File: config.mk
export PLATFORM = sky130hd
export DESIGN_NAME = serial_subtract_four_bit
export DESIGN_NICKNAME = d
export VERILOG_FILES = /design/src/rtl/serial_subtract_four_bit.sv
export SDC_FILE = /design/constraint.sdc
export NUM_CORES = 1
export LEC_CHECK = 0
export CAP_MARGIN = 20
export CORE_MARGIN = 5
export CORE_UTILIZATION = 53
export DETAILED_ROUTE_END_ITERATION = 6
export PLACE_DENSITY = 0.88
export SLEW_MARGIN = 10
export SYNTH_ARGS = -nofsm -noshare
export SYNTH_HDL_FRONTEND = slang
export SYNTH_SLANG_ARGS = --single-unit
File: constraint.sdc
create_clock -name clk -period 2.15 [get_ports clk]
set_input_delay 0.43 -clock clk [delete_from_list [all_inputs] [get_ports clk]]
set_output_delay 0.43 -clock clk [all_outputs]
set_load 0.01 [all_outputs]
File: src/rtl/serial_subtract_four_bit.sv
// serial_subtract_four_bit: bit-serial A - B - Bin, one bit per cycle, start/busy/done handshake.
// Define SERIAL_SUB_OVF_EN to add the registered signed-overflow output.
module serial_subtract_four_bit #(
  parameter int WIDTH = 4
) (
  input  logic             clk,
  input  logic             rst_n,
  input  logic             start,
  input  logic [WIDTH-1:0] A,
  input  logic [WIDTH-1:0] B,
  input  logic             Bin,
  output logic             busy,
  output logic             done,
  output logic [WIDTH-1:0] result,
  output logic             Bout
`ifdef SERIAL_SUB_OVF_EN
  ,
  output logic             overflow
`endif
);
  localparam int CW = $clog2(WIDTH) + 1;
  typedef enum logic [1:0] {IDLE, RUN, DONE} state_t;
  state_t state_q, state_d;
  logic [WIDTH-1:0] a_q, a_d, b_q, b_d, diff_q, diff_d, res_q, res_d;
  logic [CW-1:0] cnt_q, cnt_d;
  logic br_q, br_d, bout_q, bout_d;
  logic accept, d, br_nx, last;
`ifdef SERIAL_SUB_OVF_EN
  logic a_msb_q, a_msb_d, b_msb_q, b_msb_d, ovf_q, ovf_d;
`endif
  always_comb begin
    accept = start && state_q != RUN;
    d      = a_q[0] ^ b_q[0] ^ br_q;
    br_nx  = (~a_q[0] & b_q[0]) | (~(a_q[0] ^ b_q[0]) & br_q);
    last   = cnt_q == CW'(WIDTH - 1);
    state_d = state_q;
    a_d     = a_q;
    b_d     = b_q;
    diff_d  = diff_q;
    res_d   = res_q;
    cnt_d   = cnt_q;
    br_d    = br_q;
    bout_d  = bout_q;
`ifdef SERIAL_SUB_OVF_EN
    a_msb_d = a_msb_q;
    b_msb_d = b_msb_q;
    ovf_d   = ovf_q;
`endif
    if (accept) begin
      state_d = RUN;
      a_d     = A;
      b_d     = B;
      br_d    = Bin;
      cnt_d   = '0;
`ifdef SERIAL_SUB_OVF_EN
      a_msb_d = A[WIDTH-1];
      b_msb_d = B[WIDTH-1];
`endif
    end else if (state_q == RUN) begin
      a_d    = a_q >> 1;
      b_d    = b_q >> 1;
      diff_d = {d, diff_q[WIDTH-1:1]};
      br_d   = br_nx;
      cnt_d  = cnt_q + CW'(1);
      // Publish on the same edge that enters DONE so outputs are valid in the done cycle.
      if (last) begin
        state_d = DONE;
        res_d   = {d, diff_q[WIDTH-1:1]};
        bout_d  = br_nx;
`ifdef SERIAL_SUB_OVF_EN
        ovf_d   = (a_msb_q != b_msb_q) && (d != a_msb_q);
`endif
      end
    end else if (state_q == DONE) begin
      state_d = IDLE;
    end
  end
  always_ff @(posedge clk or negedge rst_n) begin
    if (!rst_n) begin
      state_q <= IDLE;
      a_q     <= '0;
      b_q     <= '0;
      diff_q  <= '0;
      res_q   <= '0;
      cnt_q   <= '0;
      br_q    <= 1'b0;
      bout_q  <= 1'b0;
`ifdef SERIAL_SUB_OVF_EN
      a_msb_q <= 1'b0;
      b_msb_q <= 1'b0;
      ovf_q   <= 1'b0;
`endif
    end else begin
      state_q <= state_d;
      a_q     <= a_d;
      b_q     <= b_d;
      diff_q  <= diff_d;
      res_q   <= res_d;
      cnt_q   <= cnt_d;
      br_q    <= br_d;
      bout_q  <= bout_d;
`ifdef SERIAL_SUB_OVF_EN
      a_msb_q <= a_msb_d;
      b_msb_q <= b_msb_d;
      ovf_q   <= ovf_d;
`endif
    end
  end
  assign busy   = state_q == RUN;
  assign done   = state_q == DONE;
  assign result = res_q;
  assign Bout   = bout_q;
`ifdef SERIAL_SUB_OVF_EN
  assign overflow = ovf_q;
`endif
endmodule

==> metrics.md <==
| Metric | Value |
|---|---|
| Unique masters post-synth | `19` |
| Nets@finish | `121` |
| Port Buffer Count | `18` |
| Post-CTS setup buffer count | `0` |
| Pre-antenna DRT Iters | `3` |
| DR vias | `624` |
| Die H | `53.0 µm` |
| Routed length per instance | `12.9 µm` |
| Netlist Area Pre-Place | `981 µm²` |
| Total number of yosys warnings | `0` |
| Fin. Hold Viols | `0` |
| Critical path class | `register to output pin` |
| First-pass GRT wire length | `2880 µm` |
| Most frequent cells in the layout | `dfrtp_1 (22), clkdlybuf4s50_1 (18), nand2_1 (10)` |
| Clk root buf | `clkbuf_4` |
| Area of the core | `0.00175 mm²` |
| CTS tree | `done` |
| Antenna-violating nets left | `0` |
| Pwr Density | `1400 mW/mm²` |
| Cells after Synth | `82` |
| Hold Buf Count CTS | `0` |
| Worst-path maximum fanout | `3` |
| HPWL Detailed | `1240 µm` |
| Crit. End Element | `output pin` |
| Top post-synthesis cells by area | `dfrtp_1 (56%), mux2i_1 (8.2%), ha_1 (5.1%)` |
| Worst-Skew Late Latency | `0.31 ns` |
| R2R setup slack | `0.64 ns` |
| Grt ovf | `0` |
| Status | `finished, final reports clean` |
| Die W | `53.0 µm` |
| GPL Wtd Cong | `0.741` |
| Max Freq | `515 MHz` |
| Clock slew at reported path FFs | `0.11 ns` |
| CTS Buffer Depth | `2` |
| Flop and latch count out of synthesis | `22` |
| Cell taking the most area after synthesis | `dfrtp_1` |
| Overall Power | `1.70 mW` |
| Period utilization | `90.4%` |
| Routed wire length | `1650 µm` |
| Filler cells | `144` |
| Critical Path RT | `1.72 ns` |
| Worst reg2reg path endpoint | `result[0]` |
| DRT iter0 DRCs | `4` |
| Most common cell after layout, fill and taps aside | `dfrtp_1` |
| Max-Cap Viols | `0` |
| Initial antenna violation count | `0` |
| Vias in the first global route | `646` |
| Cell Rows | `15` |
| Critical path arrival | `1.51 ns` |
| Clock skew | `0.00462 ns` |
| Layout area overhead | `24.4%` |
| Post-synth net total | `99` |
| Crit. Startpoint | `state_q[1]` |
| IO Count | `19` |
| Pre-CTS setup slack | `0.336 ns` |
| Worst-margin pin slew | `0.640 ns` |
| Final setup viols | `0` |
| H-tree Lvls | `1` |
| Die area | `0.00281 mm²` |
| Cts bufs inserted | `3` |
| Max_slew headroom | `57.2%` |
| Reg2Reg Depth | `5` |
| DRC viols | `0` |
| Vias/cell | `4.88` |
| Share of cells above drive strength 1 | `9.71%` |
| Fin Setup TNS | `0 ns` |
| Slew Viols, Final | `0` |
| CTS Sinks | `22` |
| Worst flop-to-flop path startpoint | `state_q[1]` |
| Leakage power | `0.574 nW` |
| Initial Util | `56.2%` |
| Peak supply drop | `0.000746 V` |
| Total GRT Usage | `14.7%` |
| CP Capture Point | `busy` |
| Seq/Total Area, Yosys | `56.1%` |
| RSZ-0062 raised after global routing | `no` |
| Post-cts sizing count | `0` |
| Post-synth top area share | `56.1%` |
| Mean Syn Cell Area | `12.0 µm²` |
| Tightest Hold Check Type | `input pin to async pin` |
| Critical Path Source Type | `register` |
| Antenna cells | `0` |
| Largest net degree at the start of global routing | `23` |
| Tmin final | `1.94 ns` |
| Final WS setup | `0.207 ns` |
[cells by family after synthesis]
group	Yosys count	share of synthesized area [%]
AOI/OAI and AO/OA	16	9.82
and+or+nand+nor	14	5.61
adders and majority gates	5	7.14
muxes	15	16.2
DFF	22	56.1
buffers and inverters	10	5.10
[state kept, by name, summed over array words and instances, names as in the netlist]
signal,flops
Bout,1
a_q,4
state_q,2
diff_q,3
b_q,4
br_q,1
cnt_q,3
result,4
[through the flow]
step                cell area, µm²  util, %  std cells  hold WS, ns
global route                  1220     69.9        128        0.456
detailed placement            1180     67.8        124        0.479
floorplan                      981        -         82        0.134
finish                        1220     69.9        128        0.446
global placement              1180     67.8        124        0.461
CTS                           1220     69.9        128        0.446
[worst min-delay path by stage]
stage,from,to
after detailed placement,Bout,Bout
final,rst_n,cnt_q[1]
after global routing,rst_n,cnt_q[1]
after floorplan,rst_n,Bout
after global placement,a_q[3],a_q[2]
after CTS,rst_n,cnt_q[1]
[cells in the mapped netlist]
cell / count
o21ai_1: 7
inv_1: 7
ha_1: 4
nor2_1: 3
mux2i_1: 8
mux2_2: 3
o32ai_1: 1
fa_1: 1
buf_2: 1
buf_4: 1
nand2_1: 10
mux2_1: 4
o211a_1: 1
dfrtp_1: 22
o21ai_0: 3
nand2_2: 1
a21oi_1: 2
a22o_1: 2
buf_6: 1
[power by group]
group / leakage (nW) / switching [mW] / internal [mW] / total [mW]
Sequential: 0.273 / 0.108 / 0.613 / 0.721
Combinational: 0.279 / 0.371 / 0.389 / 0.760
Clock: 0.0210 / 0.119 / 0.103 / 0.222
Total: 0.574 / 0.597 / 1.11 / 1.70
[area by class of cell]
cell class / instances / area [µm²] / share of cell area (%)
clock buffer: 4 / 36.3 / 2.97
inverter: 7 / 26.3 / 2.15
multi-input combinational: 50 / 380 / 31.2
sequential: 22 / 551 / 45.1
tap: 25 / 31.3 / 2.56
timing repair buffer: 20 / 195 / 16.0
[critical path, cell delays in order (launching register included)]
cell             delay (ns)
dfrtp_1                0.42
inv_1                  0.09
ha_1                   0.17
clkdlybuf4s50_1        0.54
[routing by layer]
layer | share of wire (%) | up-vias | global-route usage (%)
met1 | 46 | 286 | 18.7
li1 | - | 321 | -
met3 | 4.2 | 5 | 2.82
met5 | 0 | - | 0
met4 | 3.2 | 0 | 10.2
met2 | 47 | 12 | 22.3
(Power assumes the default switching activity.)
